File: src/rtl/pcileech_sysctl_pkg.sv
// Shared types and constants for the system-control block.
package pcileech_sysctl_pkg;

    // Per-button debounce / long-press FSM states.
    typedef enum logic [2:0] {
        StIdle,
        StDbPress,
        StHeld,
        StLong,
        StDbRelease
    } btn_state_e;

    // Per-LED drive modes (led_mode[2i+1:2i]).
    localparam logic [1:0] LED_PASS  = 2'b00;
    localparam logic [1:0] LED_INV   = 2'b01;
    localparam logic [1:0] LED_BLINK = 2'b10;
    localparam logic [1:0] LED_PWRON = 2'b11;

    // Counter width able to hold the larger of the two cycle limits.
    function automatic int unsigned cnt_width(input int unsigned a, input int unsigned b);
        int unsigned m;
        m = (a > b) ? a : b;
        return $clog2(m + 1);
    endfunction

endpackage

File: src/rtl/pcileech_sysctl_btn.sv
// One button: 2-flop synchroniser, debounce and long-press detection.
module pcileech_sysctl_btn
    import pcileech_sysctl_pkg::*;
#(
    parameter int unsigned DEBOUNCE_CYCLES  = 100000,
    parameter int unsigned LONGPRESS_CYCLES = 500000000
) (
    input  logic clk,
    input  logic rst,
    input  logic btn_n,
    output logic level,
    output logic press,
    output logic long_held,
    output logic long_hit
);

    localparam int unsigned     CntW   = cnt_width(DEBOUNCE_CYCLES, LONGPRESS_CYCLES);
    localparam logic [CntW-1:0] DbLast = CntW'(DEBOUNCE_CYCLES - 1);
    localparam logic [CntW-1:0] LpLast = CntW'(LONGPRESS_CYCLES - 1);

    logic            sync1_q, sync2_q;
    logic            pressed;
    btn_state_e      state_q, state_d;
    logic [CntW-1:0] cnt_q, cnt_d;
    logic            level_q, level_d;
    logic            press_q, press_d;
    logic            long_q, long_d;
    logic            hit_q, hit_d;

    // Synchroniser loads "released" on reset so no spurious press follows it.
    always_ff @(posedge clk) begin
        if (rst) begin
            sync1_q <= 1'b1;
            sync2_q <= 1'b1;
        end else begin
            sync1_q <= btn_n;
            sync2_q <= sync1_q;
        end
    end

    assign pressed = ~sync2_q;

    // State, counter and registered outputs.
    always_ff @(posedge clk) begin
        if (rst) begin
            state_q <= StIdle;
            cnt_q   <= '0;
            level_q <= 1'b0;
            press_q <= 1'b0;
            long_q  <= 1'b0;
            hit_q   <= 1'b0;
        end else begin
            state_q <= state_d;
            cnt_q   <= cnt_d;
            level_q <= level_d;
            press_q <= press_d;
            long_q  <= long_d;
            hit_q   <= hit_d;
        end
    end

    // Next state and counter.
    always_comb begin
        state_d = state_q;
        cnt_d   = cnt_q;
        unique case (state_q)
            StIdle: begin
                if (pressed) begin
                    cnt_d   = '0;
                    state_d = StDbPress;
                end
            end
            StDbPress: begin
                if (!pressed) begin
                    state_d = StIdle;
                end else if (cnt_q == DbLast) begin
                    cnt_d   = '0;
                    state_d = StHeld;
                end else begin
                    cnt_d = cnt_q + CntW'(1);
                end
            end
            StHeld: begin
                if (!pressed) begin
                    cnt_d   = '0;
                    state_d = StDbRelease;
                end else if (cnt_q == LpLast) begin
                    state_d = StLong;
                end else begin
                    cnt_d = cnt_q + CntW'(1);
                end
            end
            StLong: begin
                if (!pressed) begin
                    cnt_d   = '0;
                    state_d = StDbRelease;
                end
            end
            StDbRelease: begin
                // long_q remembers whether the release started from StLong.
                if (pressed) begin
                    cnt_d   = '0;
                    state_d = long_q ? StLong : StHeld;
                end else if (cnt_q == DbLast) begin
                    cnt_d   = '0;
                    state_d = StIdle;
                end else begin
                    cnt_d = cnt_q + CntW'(1);
                end
            end
            default: begin
                cnt_d   = '0;
                state_d = StIdle;
            end
        endcase
    end

    // Output updates on the transitions that change them.
    always_comb begin
        level_d = level_q;
        press_d = 1'b0;
        long_d  = long_q;
        hit_d   = 1'b0;
        unique case (state_q)
            StDbPress: begin
                if (pressed && cnt_q == DbLast) begin
                    level_d = 1'b1;
                    press_d = 1'b1;
                end
            end
            StHeld: begin
                if (pressed && cnt_q == LpLast) begin
                    long_d = 1'b1;
                    hit_d  = 1'b1;
                end
            end
            StDbRelease: begin
                if (!pressed && cnt_q == DbLast) begin
                    level_d = 1'b0;
                    long_d  = 1'b0;
                end
            end
            default: ;
        endcase
    end

    assign level     = level_q;
    assign press     = press_q;
    assign long_held = long_q;
    assign long_hit  = hit_q;

endmodule

File: src/rtl/pcileech_sysctl.sv
// System control: tick counter, reset generation, buttons and LED muxing.
module pcileech_sysctl
    import pcileech_sysctl_pkg::*;
#(
    parameter int unsigned NUM_BTN          = 2,
    parameter int unsigned NUM_LED          = 2,
    parameter int unsigned RST_BTN          = 1,
    parameter int unsigned POR_CYCLES       = 64,
    parameter int unsigned DEBOUNCE_CYCLES  = 100000,
    parameter int unsigned LONGPRESS_CYCLES = 500000000,
    parameter int unsigned BLINK_BIT        = 24,
    parameter int unsigned BLINK_WINDOW_BIT = 27
) (
    input  logic                 clk,
    input  logic                 rst,
    input  logic [NUM_BTN-1:0]   btn_n,
    input  logic [NUM_LED-1:0]   led_src,
    input  logic [2*NUM_LED-1:0] led_mode,
    output logic [63:0]          tickcount,
    output logic                 sys_rst,
    output logic [NUM_BTN-1:0]   btn_level,
    output logic [NUM_BTN-1:0]   btn_press,
    output logic [NUM_BTN-1:0]   btn_long,
    output logic                 cfg_reload,
    output logic [NUM_LED-1:0]   led_out
);

    logic [NUM_BTN-1:0] long_hit;
    logic [63:0]        tick_q;
    logic               sys_rst_q;
    logic [NUM_LED-1:0] led_q, led_d;
    logic               blink;
    logic               pwron_window;
    logic               unused_long_hit;

    for (genvar i = 0; i < NUM_BTN; i++) begin : g_btn
        pcileech_sysctl_btn #(
            .DEBOUNCE_CYCLES (DEBOUNCE_CYCLES),
            .LONGPRESS_CYCLES(LONGPRESS_CYCLES)
        ) u_btn (
            .clk      (clk),
            .rst      (rst),
            .btn_n    (btn_n[i]),
            .level    (btn_level[i]),
            .press    (btn_press[i]),
            .long_held(btn_long[i]),
            .long_hit (long_hit[i])
        );
    end

    // Only the reset button's long-press pulse is used.
    assign cfg_reload      = long_hit[RST_BTN];
    assign unused_long_hit = ^long_hit;

    // Tick counter, held at zero while the reset button is pressed.
    always_ff @(posedge clk) begin
        if (rst || btn_level[RST_BTN]) begin
            tick_q <= '0;
        end else begin
            tick_q <= tick_q + 64'd1;
        end
    end

    // sys_rst stays high until the tick counter has run past POR_CYCLES.
    always_ff @(posedge clk) begin
        if (rst) begin
            sys_rst_q <= 1'b1;
        end else begin
            sys_rst_q <= btn_level[RST_BTN] | (tick_q < 64'(POR_CYCLES));
        end
    end

    assign blink        = tick_q[BLINK_BIT];
    assign pwron_window = (tick_q[63:BLINK_WINDOW_BIT] == '0);

    // Per-LED mode select.
    always_comb begin
        led_d = '0;
        for (int i = 0; i < int'(NUM_LED); i++) begin
            unique case (led_mode[2*i +: 2])
                LED_PASS:  led_d[i] = led_src[i];
                LED_INV:   led_d[i] = ~led_src[i];
                LED_BLINK: led_d[i] = blink;
                LED_PWRON: led_d[i] = led_src[i] ^ (blink & pwron_window);
                default:   led_d[i] = 1'b0;
            endcase
        end
    end

    // Registered LED drive, forced off during reset.
    always_ff @(posedge clk) begin
        if (rst) begin
            led_q <= '0;
        end else begin
            led_q <= led_d;
        end
    end

    assign tickcount = tick_q;
    assign sys_rst   = sys_rst_q;
    assign led_out   = led_q;

endmodule

File: config.mk
export PLATFORM = sky130hd
export DESIGN_NAME = pcileech_sysctl
export DESIGN_NICKNAME = d
export VERILOG_FILES = /design/src/rtl/pcileech_sysctl_pkg.sv /design/src/rtl/pcileech_sysctl_btn.sv /design/src/rtl/pcileech_sysctl.sv
export SDC_FILE = /design/constraint.sdc
export NUM_CORES = 1
export LEC_CHECK = 0
export ABC_AREA = 1
export CAP_MARGIN = 25
export CORE_ASPECT_RATIO = 0.75
export CORE_UTILIZATION = 27
export CTS_CLUSTER_SIZE = 28
export DETAILED_ROUTE_END_ITERATION = 16
export GPL_ROUTABILITY_DRIVEN = 0
export PLACE_DENSITY = 0.43
export RECOVER_POWER = 50
export SLEW_MARGIN = 20
export SYNTH_ARGS = -nofsm -noshare
export SYNTH_HDL_FRONTEND = slang
export SYNTH_SLANG_ARGS = --single-unit
File: constraint.sdc
create_clock -name clk -period 2.1 [get_ports clk]
set_clock_uncertainty 0.2 [all_clocks]
set_input_delay 0.42 -clock clk [delete_from_list [all_inputs] [get_ports clk]]
set_output_delay 0.42 -clock clk [all_outputs]
set_load 0.02 [all_outputs]
==> results of run 1 <==
## logic make-up (layout without fill, tap and decap cells)
group	after synthesis	in the layout	synth area share (%)
and+or+nand+nor	910	910	46.38
buffers and inverters	232	503	10.64
DFF	142	142	32.44
AOI/OAI and AO/OA	125	125	7.911
xor gates and xnor gates	22	22	2.199
adders and majority gates	3	3	0.4284
## sequential cells by signal (all words and copies together), names as in the netlist
signal and cells:
tickcount 64, g_btn.u_btn.cnt_q 58, g_btn.u_btn.state_q 6, g_btn.u_btn.level 2, g_btn.u_btn.long_held 2, g_btn.u_btn.press 2, g_btn.u_btn.sync1_q 2, g_btn.u_btn.sync2_q 2
led_out 2, g_btn.u_btn.long_hit 1, sys_rst 1
## area by class of cell
cell class,count,area (sq um),area share [%]
Timing Repair Buffer,265,2186,17.65
Tap cell,435,544.3,4.394
Multi-Input combinational cell,1060,5301,42.80
Sequential cell,142,2880,23.25
Inverter,207,787.0,6.354
Clock buffer,21,480.5,3.879
Clock inverter,10,207.7,1.677
## cell usage in the layout, fill, tap and decap left out, types with 33 or more instances in the layout
cell and n:
a21oi_1 69, inv_1 182, nor3_1 73, nand2_1 351, dlygate4sd2_1 58, nand3_1 115, nor2_1 206, nand4_1 56
buf_4 170, dfxtp_1 114, nor2_2 33
## worst paths after layout
check,start,endpoint,slack [ns],cells after the start
hold reg to reg,g_btn[0].u_btn.sync1_q,g_btn[0].u_btn.sync2_q,0.21,1
setup / recovery,g_btn[1].u_btn.level,btn_level[1],0.06,1
setup reg to reg,g_btn[1].u_btn.cnt_q[0],g_btn[1].u_btn.cnt_q[18],0.08,12
hold / removal,g_btn[0].u_btn.sync1_q,g_btn[0].u_btn.sync2_q,0.21,1
## through the flow
| stage | worst slack, ns | power [mW] |
|---|---|---|
| final | 0.05612 | 8.802 |
| after global placement | -0.02463 | 4.956 |
| after floorplan | 0.03435 | 4.157 |
| after CTS | 0.002084 | 8.653 |
| after global routing | -0.03774 | 9.231 |
| after detailed placement | -0.01616 | 4.948 |
## power breakdown
group,switching (mW),internal (mW)
Combinational,1.39,0.905
Clock,1.28,2.34
Sequential,0.0933,2.79
Total,2.77,6.04
## what timing repair did
action | 4_1_cts | 5_1_grt
gates resized for setup | 67 | 115
hold endpoints to repair | 0 | 0
setup buffers | 2 | 7
hold buffers | 0 | 0
endpoints found under the setup margin | 71 | 89
pin swaps | 2 | 23
gates cloned | 0 | 1
## routing by layer
metal	vias to the layer above	global-route usage, %
li1	5122	-
met1	4651	29.22
met2	277	32.38
met3	40	4.106
met4	0	5.909
met5	-	0
==> results.toml, run 1 <==
[global_route]
gr-total-overflow = 0
first_global_vias = 9510
antenna_found_initial = 1
grt_max_degree = 26
grt_pass1_wl_microns = 52740
grt_usage_pct = 20.88

[floorplan]
die_h_microns = 158.0
core.rowCount = 56
die_w_microns = 210.0
start_util_pct = 27.73
io_pins = 84
dieArea_sq_um = 33180
core_area_sq_um = 31600

[clock_network]
cts_buffer_depth = 2
cts_sinks = 142
h-tree-depth = 4
clkLatencyLatePin_ns = 0.45
path_clk_slew_ns = 0.06
cts_tree = "yes"
numCtsBuffers = 17
root_buffer = "clkbuf_16"

[finish]
syn_to_final_growth_pct = 41.37
final_util_pct = 39.20
final_cells = 2140
stdcell_area_sq_um = 12390
layout.nets = 1706
drive_gt1_share_pct = 21.70
final.fill_count = 3463
antenna_cells = 0

[yosys]
synth_top_area_cell = "dfxtp_1"
synth.top_cell.area_share_pct = 32.44
ys_seq_area_share_pct = 32.44
ys_top_cells_by_count = "nand2_1, nor2_1, inv_1, dfxtp_1, nand3_1"
synth_edf_count = 0
synth_flop_cell = "dfxtp_1"
syn_nets = 1447
ys_ff_latch = 142
ys.warnings.count = 0
synth_area_leaders = "dfxtp_1, nand2_1, nor2_1"
syn_avg_cell_area_sq_um = 6.110
netlist_instances = 1434
yosysMostFrequentCell = "nand2_1"
synthArstFlopShare_pct = 0
synth_area_sq_um = 8762
ys_types = 46

[setup_path]
critPathArrivalTime_ns = 1.42
slowest_stage = "clkdlybuf4s50_1"
cp-end-kind = "primary output"
cp_max_fo = 3
required_ns = 1.48
critPathTopFamily = "buffers and inverters"
critPathKind = "reg2out"
crit_buf_inv = 1
crit_chain = "clkdlybuf4s50_1"
slowest_delay_ns = 0.62
start_kind = "flip-flop"

[timing]
timing.fmax_mhz = 489.3
whs_ns = 0.2064
finalHoldViolations = 0
tightestPinTransition_ns = 0.5797
setup_viol = 0
period_minus_slack_ns = 2.044
finalCritPeriodShare_pct = 97.33
relSlewSlack_pct = 61.31
tns_ns = 0
drv_slew = 0

[power]
p_leak_nw = 4.992
peakVddDrop_v = 0.0004176
powerDensity_nw_per_um2 = 710.6

[run_status]
status = "complete, no violations"

[placed_design]
io_buffers = 83
dp_cells = 2099
hpwl_microns = 27020
placed_area_sq_um = 11370

[route]
drt-initial-drc-count = 816
wl_met1_microns = 16840
dr_wl_met3_microns = 1881
vias = 10090
topRoutingLayerUsed = "met4"
dr_wl_met2_microns = 14670
ant_nets = 0
wirelength_microns = 33990
wire_per_inst_microns = 15.88
drt_pass1_iterations = 5
drc = 0
vias_per_cell = 4.715

[flow_run]
drv_cap = 0

[worst_hold_path]
hp-class = "reg2reg"
Power figures use the tool's default switching activity.
==> run 2, diff against run 1 <==
--- a/config.mk
+++ b/config.mk
@@ -7,7 +7,8 @@
 export LEC_CHECK = 0
 export ABC_AREA = 1
 export CAP_MARGIN = 25
-export CORE_ASPECT_RATIO = 0.75
+export CORE_ASPECT_RATIO = 1.4
+export CORE_MARGIN = 10
 export CORE_UTILIZATION = 27
 export CTS_CLUSTER_SIZE = 28
 export DETAILED_ROUTE_END_ITERATION = 16
==> run 2 against run 1 <==
Compared with the run above: cell count is 1.4% lower; clock power hardly changed; cell area is 0.43% lower; global-route usage is 3.0 points lower; non-clock buffer count is 4 higher; largest cell class unchanged; via count is 1.1% higher.
==> results.toml, run 2 (synthesized netlist as in run 1, its figures left out) <==
[timing]
setup_viol = 0
finalWorstSetupSlack_ns = 0.04508
period_minus_slack_ns = 2.055
tightestPinTransition_ns = 0.8031
timing.fmax_mhz = 486.6
finalHoldViolations = 0
relSlewSlack_pct = 46.46
finalCritPeriodShare_pct = 97.85
drv_slew = 0
rsz0062_at_grt = "true"

[finish]
final_cells = 2110
largest_reg_flops = 64
stdcell_area_sq_um = 12330
final_common_cell = "nand2_1"
syn_to_final_growth_pct = 40.75
drive_gt1_share_pct = 21.52
antenna_cells = 0
final_cell_mix = "nand2_1, nor2_1, inv_1"
layout.nets = 1711

[power]
swShare_pct = 31.93
pwr-share-clk_pct = 40.6
peakVddDrop_v = 0.0004713
p_int_mw = 6.034
seq_power_share_pct = 32.4
powerDensity_nw_per_um2 = 718.8
power.share.combinational_pct = 27.0
p_sw_mw = 2.831
p_leak_nw = 5.033

[worst_hold_path]
hp-class = "reg2reg"

[clock_network]
h-tree-depth = 4
cts_buffer_depth = 2
path_clk_slew_ns = 0.06
numCtsBuffers = 17
cts_sinks = 142
cts_tree = "yes"
clkLatencyLatePin_ns = 0.45
root_buffer = "clkbuf_16"
cts.hold.buffers_added = 0

[route]
ant_nets = 0
vias_per_cell = 4.837
drt_pass1_iterations = 6
wire_per_inst_microns = 17.01
drt-initial-drc-count = 558
vias = 10210
wirelength_microns = 35890
drc = 0

[floorplan]
core.rowCount = 78
die_w_microns = 172.3
core_area_sq_um = 32210
start_util_pct = 27.21
dieArea_sq_um = 40160
io_pins = 84
die_h_microns = 233.2

[setup_path]
critPathKind = "reg2reg"
cp-end-kind = "flip-flop"
start_kind = "flip-flop"
crit_chain = "ha_4, nand2_4, nor2_4, buf_4, nand4_1, nor2_2, nand3_1, buf_4, o21ai_1, a21oi_2"
cp_max_fo = 5
critPathArrivalTime_ns = 2.19
required_ns = 2.23
slowest_delay_ns = 0.35
path_common_cell = "buf_4"
slowest_stage = "dfxtp_2"

[flow_run]
drv_cap = 0

[placed_design]
placed_area_sq_um = 11270
dpl_worst_slack_ns = -0.1178
io_buffers = 83
dp_cells = 2063
hpwl_microns = 28590

[global_route]
antenna_found_initial = 0
first_global_vias = 10030
gr-total-overflow = 0
grt_usage_pct = 17.88
grt_pass1_wl_microns = 54940
grt_max_degree = 24

[run_status]
status = "complete, no violations"
## run 2: layout make-up
type | instances | area [sq um]
Tap cell | 400 | 500.5
Fill cell | 3522 | 19870
Multi-Input combinational cell | 1061 | 5301
Sequential cell | 142 | 2874
Inverter | 207 | 787.0
Clock buffer | 19 | 432.9
Clock inverter | 12 | 241.5
Timing Repair Buffer | 269 | 2196
## run 2: worst paths after layout
path	start	endpoint	slack (ns)	cells past startpoint
worst max-delay path	g_btn[0].u_btn.cnt_q[1]	g_btn[0].u_btn.cnt_q[20]	0.05	10
worst max register to register	g_btn[0].u_btn.cnt_q[1]	g_btn[0].u_btn.cnt_q[20]	0.05	10
worst min register to register	g_btn[0].u_btn.sync1_q	g_btn[0].u_btn.sync2_q	0.22	1
worst min-delay path	g_btn[0].u_btn.sync1_q	g_btn[0].u_btn.sync2_q	0.22	1
## run 2: through the flow
step / total power, mW / hold slack (ns) / setup TNS, ns / utilization, %
finish: 8.865 / 0.2154 / 0 / 38.29
global placement: 4.820 / 0.2014 / -0.3121 / 34.98
CTS: 8.600 / 0.2236 / 0 / 37.06
detailed placement: 4.835 / 0.1987 / -1.071 / 34.98
floorplan: 4.157 / 0.1895 / 0 / -
global route: 9.293 / 0.2582 / -0.7327 / 38.29
## run 2: repair_timing
action	4_1_cts	5_1_grt
cloned	1	3
resized for setup	65	114
buffers inserted	4	8
endpoints found under the setup margin	76	95
pin swaps	2	27
## run 2: worst max-delay path, delay by kind of cell, from the launching register on
family | cells | cell delay (ns)
AO/OA/AOI/OAI | 2 | 0.23
adder cells (fa/ha/maj) | 1 | 0.15
flip-flops | 1 | 0.35
AND/OR/NAND/NOR | 5 | 0.69
buffers and inverters | 2 | 0.33
## run 2: power groups by stage
stage	clock [mW]	sequential, mW	combinational [mW]
after detailed placement	0	2.90	1.93
after floorplan	0	2.91	1.25
after global placement	0	2.90	1.92
after CTS	3.72	2.84	2.04
final	3.60	2.87	2.40
after global routing	3.79	2.88	2.62
## run 2: routing by layer
metal | vias to the layer above | GRT usage (%) | routed length (microns)
met4 | 0 | 10.05 | 1695
met5 | - | 0 | 0
met3 | 80 | 3.244 | 1452
li1 | 5145 | - | -
met1 | 4725 | 19.31 | 14240
met2 | 256 | 31.95 | 18510
==> run 3, diff against run 2 <==
--- a/config.mk
+++ b/config.mk
@@ -10,7 +10,6 @@
 export CORE_ASPECT_RATIO = 1.4
 export CORE_MARGIN = 10
 export CORE_UTILIZATION = 27
-export CTS_CLUSTER_SIZE = 28
 export DETAILED_ROUTE_END_ITERATION = 16
 export GPL_ROUTABILITY_DRIVEN = 0
 export PLACE_DENSITY = 0.43
==> results of run 3 <==
No change in the layout: final DEF, timing and power equal those of run 2.
